`config.mk`:
```
export PLATFORM = sky130hd
export DESIGN_NAME = wbuf_send_seq
export DESIGN_NICKNAME = d
export VERILOG_FILES = /design/src/rtl/wbuf_pkg.sv /design/src/rtl/wbuf_addr_gen.sv /design/src/rtl/wbuf_send_seq.sv
export SDC_FILE = /design/constraint.sdc
export NUM_CORES = 1
export LEC_CHECK = 0
export CAP_MARGIN = 20
export CORE_MARGIN = 5
export CORE_UTILIZATION = 35
export CTS_CLUSTER_SIZE = 25
export DETAILED_ROUTE_END_ITERATION = 8
export MAX_ROUTING_LAYER = met4
export REMOVE_ABC_BUFFERS = 1
export SYNTH_ARGS = -nofsm -noshare
export SYNTH_HDL_FRONTEND = slang
export SYNTH_SLANG_ARGS = --single-unit
export TNS_END_PERCENT = 10
```
`constraint.sdc`:
```
create_clock -name CLK -period 4.6 [get_ports CLK]
set_input_delay 0.69 -clock CLK [delete_from_list [all_inputs] [get_ports CLK]]
set_output_delay 0.69 -clock CLK [all_outputs]
set_load 0.005 [all_outputs]
```
`src/rtl/wbuf_pkg.sv`:
```
`default_nettype none
// ============================================================================
// Module  : wbuf_pkg
// Brief   : Shared state and addressing-mode encodings for the weight-buffer
//           read sequencer.
// Revision: 1.0
// ============================================================================
package wbuf_pkg;

    localparam logic [1:0] c_ST_IDLE  = 2'd0;
    localparam logic [1:0] c_ST_RUN   = 2'd1;
    localparam logic [1:0] c_ST_DRAIN = 2'd2;

    typedef enum logic [1:0] {
        IDLE  = c_ST_IDLE,
        RUN   = c_ST_RUN,
        DRAIN = c_ST_DRAIN
    } state_t;

    localparam logic MODE_LINEAR = 1'b0;
    localparam logic MODE_REPEAT = 1'b1;

endpackage
`default_nettype wire

```
`src/rtl/wbuf_addr_gen.sv`:
```
`default_nettype none
// ============================================================================
// Module  : wbuf_addr_gen
// Brief   : Beat / pass / address counters with start-time config latching.
// Revision: 1.0
// ============================================================================
module wbuf_addr_gen
    import wbuf_pkg::*;
#(
    parameter int LOOP_W = 8,
    parameter int BEATS  = 8,
    parameter int BEAT_W = 3,
    parameter int ADDR_W = 10
) (
    input  logic              clk,
    input  logic              rst_n,
    input  logic              load,
    input  logic              step,
    input  logic              mode,
    input  logic [ADDR_W-1:0] base_addr,
    input  logic [LOOP_W-1:0] loop,
    output logic [BEAT_W-1:0] cnt,
    output logic [LOOP_W-1:0] counter0,
    output logic [ADDR_W-1:0] addr,
    output logic              wrap,
    output logic              last
);

    localparam logic [BEAT_W-1:0] c_LAST_BEAT = BEAT_W'(BEATS - 1);

    logic [BEAT_W-1:0] r_cnt;
    logic [LOOP_W-1:0] r_pass;
    logic [ADDR_W-1:0] r_addr;
    logic [ADDR_W-1:0] r_base;
    logic [LOOP_W-1:0] r_loop;
    logic              r_mode;

    assign cnt      = r_cnt;
    assign counter0 = r_pass;
    assign addr     = r_addr;
    assign wrap     = (r_cnt == c_LAST_BEAT);
    // "last" flags the final pass; the final beat is wrap && last.
    assign last     = (r_pass == (r_loop - LOOP_W'(1)));

    always_ff @(posedge clk or negedge rst_n) begin
        if (!rst_n) begin
            r_cnt  <= '0;
            r_pass <= '0;
            r_addr <= '0;
            r_base <= '0;
            r_loop <= '0;
            r_mode <= MODE_LINEAR;
        end else if (load) begin
            r_mode <= mode;
            r_base <= base_addr;
            r_loop <= loop;
            r_cnt  <= '0;
            r_pass <= '0;
            r_addr <= base_addr;
        end else if (step) begin
            if (wrap) begin
                r_cnt  <= '0;
                r_pass <= last ? '0 : r_pass + LOOP_W'(1);
                r_addr <= (r_mode == MODE_REPEAT) ? r_base : r_addr + ADDR_W'(1);
            end else begin
                r_cnt  <= r_cnt + BEAT_W'(1);
                r_addr <= r_addr + ADDR_W'(1);
            end
        end
    end

endmodule
`default_nettype wire

```
`src/rtl/wbuf_send_seq.sv`:
```
`default_nettype none
// ============================================================================
// Module  : wbuf_send_seq
// Brief   : Weight-buffer read sequencer: loop x BEATS SRAM reads per start,
//           with back-pressure, linear/repeat addressing and BUSY/DONE status.
// Revision: 1.0
// ============================================================================
module wbuf_send_seq
    import wbuf_pkg::*;
#(
    parameter int LOOP_W = 8,
    parameter int BEATS  = 8,
    parameter int BEAT_W = 3,
    parameter int ADDR_W = 10
) (
    input  logic              CLK,
    input  logic              RSTL,
    input  logic              WBUF_SEND,
    input  logic [LOOP_W-1:0] loop,
    input  logic              MODE,
    input  logic [ADDR_W-1:0] BASE_ADDR,
    input  logic              RDY,
    output logic [BEAT_W-1:0] cnt,
    output logic [LOOP_W-1:0] COUNTER0,
    output logic [ADDR_W-1:0] RADDR,
    output logic              RCEBX,
    output logic              WBUF_EN,
    output logic              BUSY,
    output logic              DONE
);

    state_t r_state;
    state_t w_next;
    logic   w_issue;
    logic   w_start;
    logic   w_load;
    logic   w_zero_start;
    logic   w_final;
    logic   w_wrap;
    logic   w_last;
    logic   r_wbuf_en;
    logic   r_done;

    wbuf_addr_gen #(
        .LOOP_W (LOOP_W),
        .BEATS  (BEATS),
        .BEAT_W (BEAT_W),
        .ADDR_W (ADDR_W)
    ) u_addr_gen (
        .clk       (CLK),
        .rst_n     (RSTL),
        .load      (w_load),
        .step      (w_issue),
        .mode      (MODE),
        .base_addr (BASE_ADDR),
        .loop      (loop),
        .cnt       (cnt),
        .counter0  (COUNTER0),
        .addr      (RADDR),
        .wrap      (w_wrap),
        .last      (w_last)
    );

    always_ff @(posedge CLK or negedge RSTL) begin
        if (!RSTL) begin
            r_state   <= IDLE;
            r_wbuf_en <= 1'b0;
            r_done    <= 1'b0;
        end else begin
            r_state   <= w_next;
            r_wbuf_en <= w_issue;
            // DONE lands in the DRAIN cycle, or one cycle after a loop=0 start.
            r_done    <= w_final | w_zero_start;
        end
    end

    always_comb begin
        w_next       = r_state;
        w_issue      = 1'b0;
        w_start      = 1'b0;
        w_load       = 1'b0;
        w_zero_start = 1'b0;
        w_final      = 1'b0;
        case (r_state)
            IDLE: begin
                w_start      = WBUF_SEND;
                w_load       = WBUF_SEND && (loop != '0);
                w_zero_start = WBUF_SEND && (loop == '0);
                if (w_load) w_next = RUN;
            end
            RUN: begin
                w_issue = RDY;
                w_final = RDY && w_wrap && w_last;
                if (w_final) w_next = DRAIN;
            end
            DRAIN:   w_next = IDLE;
            default: w_next = IDLE;
        endcase
    end

    assign RCEBX   = ~w_issue;
    assign WBUF_EN = r_wbuf_en;
    assign DONE    = r_done;
    assign BUSY    = (r_state != IDLE);

endmodule
`default_nettype wire

```
==> results.ini <==
[layout]
final_common_cell=nand2_1
drive_above_1_share_pct=7.84
area_growth_pct=27.3
fin_area_mm2=0.00307
nNetsFinal=346
layout_common_cells=62 x nand2_1, 46 x clkdlybuf4s50_1, 44 x dfrtp_1, 16 x a21oi_1, 15 x o21ai_0
nFillCells=651
antenna_cells=0

[grt]
grt_max_degree=45
grt_pass1_vias=2122
grt_overflow=0
grt_pass1_wl_um=10100
grt_util_all_layers_pct=14.9
grt_antenna_before_repair=0

[sta]
relSlewSlack_pct=31.4
slew_violations=0
setup_viol=0
fin_ws_ns=1.88
fin_setup_tns_ns=0
fmax_mhz=367
fin_crit_ns=2.72
fin_crit_sh_pct=59.2
fin_skew_ns=0.00795
worstMarginPinSlew_ns=1.03
rsz0062_at_grt=false
hold_viol_final=0

[drt]
firstDrtPassIters=4
drt-vias-per-instance=5.39
vias=2150
wl_per_cell_um=14.7
ant_nets=0
dr.first_iter.drc_count=100
drc=0
wl_um=5860

[floorplanning]
ios=48
die_y_um=93.0
start_util_pct=35.7
row_count=30
die-area_mm2=0.00864
chipWidth_um=93.0
coreArea_mm2=0.00676

[logic_synthesis]
synth.area.top_cells=dfrtp_1 46%, nand2_1 9.7%, a21oi_1 3.3%
synthCells=274
yosys.area.top_type_share_pct=45.7
synth.distinct_cells=48
ys_ff_latch=44
synth_enable_flop_cells=0
ys_async_sr_fraction_pct=100
yosysSeqAreaShare_pct=45.7
syn_area_mm2=0.00241
yosysWarnings=0
synthFlopType=dfrtp_1
yosysTopAreaCell=dfrtp_1
synth.avg_cell_area_um2=8.79

[place]
place.gp.congestion=0.780
io_buffer_count=47
pre_cts_ws_ns=1.67
postPlaceCellArea_mm2=0.00293
hpwl_um=3990

[clocking]
cts_made_buffers=5
htreeDepth=2
postCtsHoldBufs=0
clkLatencyLatePin_ns=0.30
cts_num_sinks=44
clockBufferDepth=2
clk_pin_slew_ns=0.09
tritoncts=done
cts_root_buf=clkbuf_8
cts_resized=0
cts_setup_buffers=0

[power_and_ir_drop]
leakage_nw=1.32
irDropWorstVdd_mv=0.243
total_power_mw=1.56
p_per_area_mw_per_mm2=509

[critical_path]
cp-end-kind=register
worstSetupPathType=reg -> reg
cp_max_fo=11
cp.arrival_ns=2.85
required_ns=4.73
start_kind=register

[run_status]
status=finished clean

[run]
cap_violations=0

[worst_hold_path]
min_path_type=in -> async

-- area by class of cell --
class	count	area (um2)	share of cell area, %
Tap cell	80	100	3.26
Timing Repair Buffer	50	520	17.0
Clock buffer	6	82.6	2.69
Sequential cell	44	1100	35.9
Clock inverter	2	10.0	0.326
Multi-Input combinational cell	207	1210	39.6
Inverter	10	37.5	1.22
-- per-layer routing --
layer  track usage [%]  part of all wire (%)  routed length [um]
met1              19.0                    47                2750
met2              23.1                    46                2720
met3              3.86                   4.9                 288
met4              5.01                   1.8                 106
met5                 -                     0                   0
-- critical path, cell delays in order (launching register included) --
cell	delay, ns
dfrtp_1	0.45
inv_1	0.10
ha_1	0.20
or3b_4	0.41
nor4_2	0.15
o2111ai_1	0.14
a311oi_2	0.89
a41oi_1	0.21
-- through the flow --
stage / utilization [%] / instances / hold slack (ns)
final: 45.4 / 399 / 0.186
after global placement: 43.3 / 389 / 0.453
after detailed placement: 43.3 / 389 / 0.461
after global routing: 45.4 / 399 / 0.163
after CTS: 44.7 / 397 / 0.481
after floorplan: - / 261 / 0.394
-- cell usage after synthesis, drive strengths merged, types with 3 or more instances --
library cell and count:
o31ai 3, nor4 5, nor2 14, nand2 62, a21o 4, o21ai 23
a211oi 8, ha 5, nand4 7, xnor2 4, nand3 12, and3 3
nor3 8, inv 10, dfrtp 44, o211ai 3, clkbuf 12, xor2 5
and2 3, a21oi 16
-- where the power goes --
| group | switching [mW] | internal [mW] |
|---|---|---|
| clock | 0.133 | 0.120 |
| combinational | 0.287 | 0.322 |
| sequential | 0.170 | 0.529 |
-- final timing paths --
kind | from | to | slack (ns) | cells after the start
hold / removal | RSTL | u_addr_gen.counter0[3] | 0.19 | 1
setup / recovery | u_addr_gen.r_loop[0] | r_state[0] | 1.88 | 7
setup reg to reg | u_addr_gen.r_loop[0] | r_state[0] | 1.88 | 7
max in group asynchronous | RSTL | WBUF_EN | 3.97 | 2
hold reg to reg | u_addr_gen.r_base[0] | u_addr_gen.r_base[0] | 0.48 | 2
min in group CLK | u_addr_gen.r_base[0] | u_addr_gen.r_base[0] | 0.48 | 2
-- logic make-up after synthesis --
logic type                 Yosys count  share of synthesized area (%)
xor gates and xnor gates             9                           3.27
buffers and inverters               23                           3.89
muxes                                1                          0.415
DFF                                 44                           45.7
and+or+nand+nor                    122                           24.2
adders and majority gates            5                           2.60
AOI/OAI and AO/OA                   70                           19.9
-- state kept, by name (all words and copies together), names as in the netlist --
register and count:
WBUF_EN 1, u_addr_gen.counter0 8, u_addr_gen.r_mode 1, u_addr_gen.r_base 10
u_addr_gen.addr 10, r_state 2, u_addr_gen.r_loop 8, DONE 1
u_addr_gen.cnt 3
No activity file was read; power rests on OpenSTA's default activity.
